<file path="config.mk">
export PLATFORM = sky130hd
export DESIGN_NAME = wb_arbiter
export DESIGN_NICKNAME = d
export VERILOG_FILES = /design/src/rtl/wb_arbiter.sv
export SDC_FILE = /design/constraint.sdc
export NUM_CORES = 1
export LEC_CHECK = 0
export CAP_MARGIN = 20
export CELL_PAD_IN_SITES_DETAIL_PLACEMENT = 0
export CELL_PAD_IN_SITES_GLOBAL_PLACEMENT = 2
export CORE_UTILIZATION = 44
export DETAILED_ROUTE_END_ITERATION = 6
export DONT_BUFFER_PORTS = 1
export GPL_TIMING_DRIVEN = 0
export HOLD_SLACK_MARGIN = 0.12
export PLACE_DENSITY_LB_ADDON = 0.2
export SETUP_SLACK_MARGIN = 0.2
export SYNTH_ARGS = -nofsm -noshare
export SYNTH_HDL_FRONTEND = slang
export SYNTH_SLANG_ARGS = --single-unit
export TNS_END_PERCENT = 30
</file>
<file path="constraint.sdc">
create_clock -name clk -period 8.8 [get_ports clk]
set_input_delay 1.76 -clock clk [delete_from_list [all_inputs] [get_ports clk]]
set_output_delay 1.76 -clock clk [all_outputs]
set_load 0.05 [all_outputs]
</file>
<file path="src/rtl/wb_arbiter.sv">
// Write-back arbiter: merges ALU results and buffered LSU load data into one
// registered regfile write, with starvation protection and decode hazard info.
module wb_arbiter #(
  parameter int unsigned XLEN       = 32,
  parameter int unsigned ADDR_W     = 4,
  parameter int unsigned DEPTH      = 2,
  parameter int unsigned STARVE_MAX = 4
) (
  input  logic                     clk,
  input  logic                     reset,
  input  logic                     alu_valid,
  output logic                     alu_ready,
  input  logic [ADDR_W-1:0]        alu_rd,
  input  logic [XLEN-1:0]          alu_result,
  input  logic                     lsu_valid,
  output logic                     lsu_ready,
  input  logic [ADDR_W-1:0]        lsu_rd,
  input  logic [XLEN-1:0]          lsu_data,
  input  logic [ADDR_W-1:0]        chk_rs1,
  input  logic [ADDR_W-1:0]        chk_rs2,
  output logic                     hazard,
  output logic [ADDR_W-1:0]        rd,
  output logic [XLEN-1:0]          result,
  output logic                     reg_write,
  output logic [$clog2(DEPTH):0]   fifo_count
);

  localparam int unsigned PW = $clog2(DEPTH);
  localparam int unsigned CW = PW + 1;
  localparam int unsigned SW = $clog2(STARVE_MAX + 1);

  logic [ADDR_W-1:0] fifo_rd_q   [DEPTH];
  logic [XLEN-1:0]   fifo_data_q [DEPTH];
  logic [PW-1:0]     wr_ptr_q, rd_ptr_q;
  logic [CW-1:0]     count_q;
  logic [SW-1:0]     starve_q;

  logic starve, pop, sel_alu, push;

  always_comb begin
    starve    = (starve_q == SW'(STARVE_MAX));
    pop       = 1'b0;
    sel_alu   = 1'b0;
    alu_ready = 1'b0;
    if (!reset) begin
      // A starved head blocks the ALU for one cycle; otherwise the ALU has priority.
      if (starve && (count_q != '0)) begin
        pop = 1'b1;
      end else begin
        alu_ready = 1'b1;
        if (alu_valid) begin
          sel_alu = 1'b1;
        end else if (count_q != '0) begin
          pop = 1'b1;
        end
      end
    end
    lsu_ready = !reset && (count_q < CW'(DEPTH));
    push      = lsu_valid && lsu_ready && (lsu_rd != '0);
  end

  always_comb begin : p_hazard
    logic [PW-1:0] idx;
    hazard = 1'b0;
    idx    = '0;
    for (int i = 0; i < DEPTH; i++) begin
      idx = rd_ptr_q + PW'(i);
      if ((CW'(i) < count_q) &&
          (((chk_rs1 != '0) && (fifo_rd_q[idx] == chk_rs1)) ||
           ((chk_rs2 != '0) && (fifo_rd_q[idx] == chk_rs2)))) begin
        hazard = 1'b1;
      end
    end
  end

  // Storage needs no reset: entries are only read below count_q.
  always_ff @(posedge clk) begin
    if (push) begin
      fifo_rd_q[wr_ptr_q]   <= lsu_rd;
      fifo_data_q[wr_ptr_q] <= lsu_data;
    end
  end

  always_ff @(posedge clk) begin
    if (reset) begin
      wr_ptr_q  <= '0;
      rd_ptr_q  <= '0;
      count_q   <= '0;
      starve_q  <= '0;
      rd        <= '0;
      result    <= '0;
      reg_write <= 1'b0;
    end else begin
      if (push) wr_ptr_q <= wr_ptr_q + 1'b1;
      if (pop)  rd_ptr_q <= rd_ptr_q + 1'b1;
      count_q <= count_q + CW'(push) - CW'(pop);

      if (pop || (count_q == '0)) begin
        starve_q <= '0;
      end else if (!starve) begin
        starve_q <= starve_q + 1'b1;
      end

      if (sel_alu) begin
        rd        <= alu_rd;
        result    <= alu_result;
        reg_write <= (alu_rd != '0);
      end else if (pop) begin
        rd        <= fifo_rd_q[rd_ptr_q];
        result    <= fifo_data_q[rd_ptr_q];
        reg_write <= (fifo_rd_q[rd_ptr_q] != '0);
      end else begin
        reg_write <= 1'b0;
      end
    end
  end

  assign fifo_count = count_q;

endmodule

</file>
==> results of run 1 <==
==> per-layer routing <==
metal | up-vias | wire [um]
li1 | 1377 | -
met1 | 1453 | 4340
met2 | 104 | 5220
met3 | 11 | 812
met4 | 0 | 117
met5 | - | 0
==> cell usage after synthesis <==
master and count:
nor2b_1 3, a32oi_1 1, buf_1 1, edfxtp_1 72, a31oi_1 1, clkbuf_1 11
mux2_2 34, a21o_1 1, dfxtp_1 45, nor3_1 6, and3_1 1, or3_1 1
o211a_1 1, a2111oi_2 1, buf_2 7, a211oi_2 1, nand2_1 38, ha_1 4
xnor2_1 18, o31ai_1 1, nor2_2 1, nand3_1 2, a32o_1 1, mux2i_1 6
a22oi_1 34, a2bb2oi_2 1, mux2_4 1, buf_6 2, o41ai_1 1, or4_1 2
a21oi_1 34, a221oi_1 2, nor2_1 16, inv_1 6, xor2_1 1
==> worst max-delay path: cells and delay by family <==
kind / cells / cell delay [ps]
buffers and inverters: 2 / 580
and+or+nand+nor: 1 / 810
==> layout make-up <==
cell class | instances | share of cell area [%]
Buffer | 21 | 1.85
Inverter | 6 | 0.407
Timing Repair Buffer | 2 | 0.724
Multi-Input combinational cell | 214 | 27.6
Clock inverter | 13 | 3.12
Clock buffer | 19 | 7.80
Sequential cell | 117 | 55.4
Tap cell | 136 | 3.08
==> how the worst max path moves through the flow <==
| stage | from | end | slack [ps] | depth (start not counted) |
|---|---|---|---|---|
| 2_1_floorplan | reset | fifo_data_q[0][0] | 3850 | 4 |
| 3_3_place_gp | reset | fifo_data_q[0][7] | 2420 | 4 |
| 3_5_place_dp | reset | alu_ready | 3860 | 3 |
| 4_1_cts | reset | alu_ready | 3860 | 3 |
| 5_1_grt | reset | alu_ready | 3790 | 3 |
| 6_report | reset | alu_ready | 3890 | 3 |
==> power breakdown <==
group / internal [mW] / leakage, nW / switching (mW)
sequential: 0.620 / 1.03 / 0.0748
clock: 0.442 / 0.282 / 0.254
combinational: 0.0594 / 0.521 / 0.0815
==> kinds of logic after synthesis <==
family / count (synthesis)
DFF: 117
AOI/OAI and AO/OA: 80
and+or+nand+nor: 70
muxes: 41
buffers and inverters: 27
xor gates and xnor gates: 19
adders and majority gates: 4
==> per-stage QoR <==
stage | total power [mW] | area, um^2 | hold WS, ps
2_1_floorplan | 0.810 | 4700 | 417
3_3_place_gp | 0.844 | 4870 | 430
3_5_place_dp | 0.850 | 4930 | 444
5_1_grt | 1.59 | 5530 | 477
4_1_cts | 1.54 | 5530 | 452
6_report | 1.53 | 5530 | 449
==> sequential cells by signal, summed over array words and instances, names as in the netlist, named ones only <==
register and flops:
reg_write 1, starve_q 3, fifo_rd_q 8, rd_ptr_q 1
result 32, fifo_data_q 64, rd 4, fifo_count 2
wr_ptr_q 1
==> flow_summary_export.csv, run 1 <==
group,metric,value,unit
route,num_vias,2945,
placement,pre_cts_slack,3860,ps
synth,syn-num-nets,446,
die,die_area,11100,um^2
pwr,peakVddDrop,0.170,mV
placement,dp.cells,496,
global_route,grt.total_usage,20.0,%
placement,io_buffers,0,
setup_path,cpPeakStageDelay,810,ps
die,die_w,105,um
clocking,insertion_delay,510,ps
synth,synth-seq-cells,117,
die,start_util,45.5,%
route,vias_per_cell,5.58,
sta,min_period,4910,ps
synth,yosys_warnings,0,
setup_path,path_class,"input port to output pin",
clocking,cts.sinks,117,
setup_path,path_cells,"clkbuf_1 > buf_1 > nor2_1",
setup_path,r2r_cells,8,
outcome,outcome,"complete, no violations",
synth,yosysTopAreaCell,"edfxtp_1",
finish,drive_gt1_share,21.2,%
setup_path,r2r_slack,5860,ps
sta,finalSetupViolations,0,
die,rows,37,
route,drc_errors,0,
setup_path,r2r_end,"fifo_count[1]",
worst_hold_path,min_to,"starve_q[0]",
synth,yosys.area_share.simple,6.28,%
sta,fmax,0.204,GHz
setup_path,start_kind,"input port",
global_route,grt_pass1_vias,3097,
finish,fillCellCount,872,
synth,synth.distinct_cells,35,
clocking,cts_resized,0,
synth,synth_top_area_share,46.0,%
setup_path,crit_path_max_fanout,10,
pwr,power_density,277,nW/um^2
sta,fin_setup_tns,0,ps
sta,relSlewSlack,36.0,%
route,wl_per_cell,19.9,um
global_route,grt_max_degree,30,
sta,post-route-period-util,55.7,%
global_route,grt_use_met1,23.1,%
clocking,clk_pin_slew,50,ps
route,wl,10.5,mm
clocking,post_cts_buffers,0,
finish,final_nets,467,
finish,seq_area,3060,um^2
global_route,antenna_found_initial,0,
finish,layout_common_cells,"edfxtp_1, dfxtp_1, nand2_1",
worst_hold_path,min_from,"starve_q[0]",
synth,muxShareOfSynthArea,9.74,%
route,first_iter_violations,180,
synth,synth_compound_area_share,11.6,%
finish,final_common_cell,"edfxtp_1",
die,die_y,105,um
setup_path,cp_slowest_cell,"nor2_1",
synth,synthXorXnorAreaFrac,3.54,%
route,ant_nets,0,
sta,worst_slew_pin_slew,957,ps
job,max_cap_violations,0,
die,coreArea,10300,um^2
placement,gp_congestion,0.837,
finish,syn2layout_area_growth,17.6,%
sta,hold_viol,0,
synth,synthTopCellsByArea,"edfxtp_1, dfxtp_1, mux2_2",
clocking,cts-root-buf,"clkbuf_8",
finish,n_antenna_cell,0,
finish,final_cells,528,
synth,synthCells,358,
clocking,ctsHtreeMaxLevel,4,
global_route,gr-total-overflow,0,
global_route,grt.busiest_layer,"met2",
global_route,grt_pass1_wl,16.6,mm
synth,synthAdderAreaFrac,1.06,%
setup_path,cp.arrival,3150,ps
synth,syn_avg_cell_area,13.1,um^2
synth,seq_area_frac_synth,65.1,%
worst_hold_path,hp-class,"flip-flop to flip-flop",
clocking,clk_path_buf_depth,2,
setup_path,cp-end-kind,"output pin",
setup_path,reg2reg_from,"fifo_count[1]",
clocking,cts_made_buffers,17,
synth,synth_top_family_by_area,"compound AO/OA/AOI/OAI gates",
sta,drv_slew,0,
global_route,use_met2,33.3,%
synth,syn_area,4700,um^2
die,io_pins,126,
sta,layout_setup_ws,3890,ps
finish,final_core_util,53.6,%
setup_path,crit_required,7040,ps
finish,multi_input_area,1530,um^2
sta,rsz0062_at_grt,"no",
placement,hpwl,7.20,mm
worst_hold_path,hold_depth,1,
global_route,use_met3,8.04,%
clocking,cts_hold_buf,0,
clocking,cts_tree,"built",
route,firstDrtPassIters,4,
pwr,p_leak,1.83,nW
sta,finClkSkew,13.9,ps
Note: power is estimated with default switching activity, not from simulation.
==> inputs of run 2 (changes only) <==
Settings changed: CORE_UTILIZATION 44 to 41.
Clock period 8.8 ns to 4.6 ns, I/O delays scaled along.
==> run 2 against run 1 <==
- worst setup slack got worse by 2800 ps
- total power rose by 87%
- clock power rose by 82%
- sequential cell count did not move
- non-clock buffer count did not move
- clock skew fell by 8.2 ps
- routed wire length rose by 2.1%
- core utilization fell by 3.3 points
- sequential share of layout area rose by 0.14 points
- sequential power rose by 91%
- largest cell class unchanged
- largest power group is now registers
- highest routed layer unchanged
==> flow_summary_export.csv, run 2 (same netlist as run 1, synthesis figures left out) <==
group,metric,value,unit
setup_path,cp_slowest_cell,"a2bb2oi_2",
clocking,post_cts_buffers,0,
setup_path,cp-end-kind,"output pin",
clocking,insertion_delay,410,ps
sta,fin_setup_tns,0,ps
sta,drv_slew,0,
clocking,cts.sinks,117,
global_route,grt_pass1_vias,2988,
route,wl,10.7,mm
sta,finClkSkew,5.71,ps
setup_path,start_kind,"flip-flop",
die,rows,38,
finish,final_common_cell,"edfxtp_1",
route,num_vias,2886,
worst_hold_path,hold_depth,1,
global_route,gr-total-overflow,0,
route,drc_errors,0,
worst_hold_path,min_to,"starve_q[0]",
die,coreArea,11000,um^2
sta,finalSetupViolations,0,
sta,post-route-period-util,75.4,%
clocking,cts_hold_buf,0,
setup_path,cp.arrival,2550,ps
finish,syn2layout_area_growth,17.3,%
setup_path,r2r_slack,1580,ps
worst_hold_path,min_from,"starve_q[0]",
sta,hold_viol,0,
finish,n_antenna_cell,0,
route,firstDrtPassIters,4,
setup_path,path_class,"flip-flop to output pin",
clocking,cts_made_buffers,17,
sta,holdWs,445,ps
setup_path,reg2reg_from,"fifo_count[1]",
sta,min_period,3470,ps
global_route,grt_max_degree,23,
pwr,power_density,520,nW/um^2
clocking,clk_path_buf_depth,2,
route,vias_per_cell,5.42,
worst_hold_path,hp-class,"flip-flop to flip-flop",
setup_path,r2r_cells,4,
die,die_w,109,um
die,io_pins,126,
setup_path,path_cells,"buf_6 > mux2i_1 > xnor2_1 > nor3_1 > a32o_1 > a2bb2oi_2",
clocking,cts_tree,"built",
placement,dp.cells,500,
die,start_util,42.8,%
setup_path,critPathTopFamily,"compound AO/OA/AOI/OAI gates",
global_route,grt.total_usage,19.7,%
sta,worst_slew_pin_slew,942,ps
global_route,grt_pass1_wl,16.4,mm
clocking,cts-root-buf,"clkbuf_16",
die,die_area,11900,um^2
setup_path,r2r_end,"fifo_data_q[1][13]",
setup_path,crit_required,3680,ps
pwr,p_leak,1.85,nW
setup_path,critPathBufInv,1,
finish,layout_common_cells,"edfxtp_1, dfxtp_1, nand2_1",
pwr,peakVddDrop,0.273,mV
job,max_cap_violations,0,
sta,relSlewSlack,37.0,%
setup_path,cpPeakStageDelay,500,ps
placement,placed_area,4940,um^2
clocking,cts_resized,0,
placement,hpwl,7.33,mm
clocking,ctsHtreeMaxLevel,4,
finish,regMostFlops,"fifo_data_q",
route,wl_per_cell,20.1,um
finish,largestRegisters,"fifo_data_q (64), result (32), fifo_rd_q (8)",
global_route,antenna_found_initial,0,
finish,final_area,5520,um^2
placement,gp_congestion,0.786,
placement,io_buffers,0,
sta,rsz0062_at_grt,"no",
setup_path,crit_path_max_fanout,10,
pwr,power,2.87,mW
finish,drive_gt1_share,20.9,%
outcome,outcome,"complete, no violations",
sta,fmax,0.288,GHz
die,die_y,109,um
finish,final_cells,532,
finish,largest_register_ffs,64,
route,first_iter_violations,146,
route,ant_nets,0,
clocking,clk_pin_slew,50,ps
finish,final_nets,467,
-- run 2: area by class of cell --
cell class | count | area (um^2)
Fill cell | 1000 | 5470
Sequential cell | 117 | 3060
Multi-Input combinational cell | 214 | 1530
Clock buffer | 22 | 474
Tap cell | 140 | 175
Clock inverter | 10 | 104
Buffer | 21 | 103
Timing Repair Buffer | 2 | 47.5
Inverter | 6 | 22.5
-- run 2: routing by layer --
metal | GRT usage (%) | wire, um
met5 | 0 | 0
met4 | 8.40 | 137
met3 | 9.21 | 920
met2 | 31.3 | 5360
met1 | 22.6 | 4290
-- run 2: worst max-delay path by stage --
stage / to / slack, ps / start / cells past startpoint
CTS: hazard / 1080 / flip-flop / 6
detailed placement: fifo_data_q[1][18] / 930 / reset / 5
global route: hazard / 990 / flip-flop / 6
global placement: fifo_data_q[0][24] / -980 / reset / 4
floorplan: fifo_data_q[0][0] / 490 / reset / 4
finish: hazard / 1130 / flip-flop / 6
-- run 2: through the flow --
stage | utilization, % | setup WS (ps)
after global routing | 50.2 | 989
final | 50.2 | 1130
after floorplan | - | 492
after CTS | 50.2 | 1080
after detailed placement | 45.0 | 934
after global placement | 44.4 | -976
-- run 2: report_power, final --
group	leakage [nW]	internal, mW	switching (mW)
clock	0.293	0.832	0.435
combinational	0.524	0.114	0.158
sequential	1.03	1.19	0.143
total	1.85	2.13	0.735
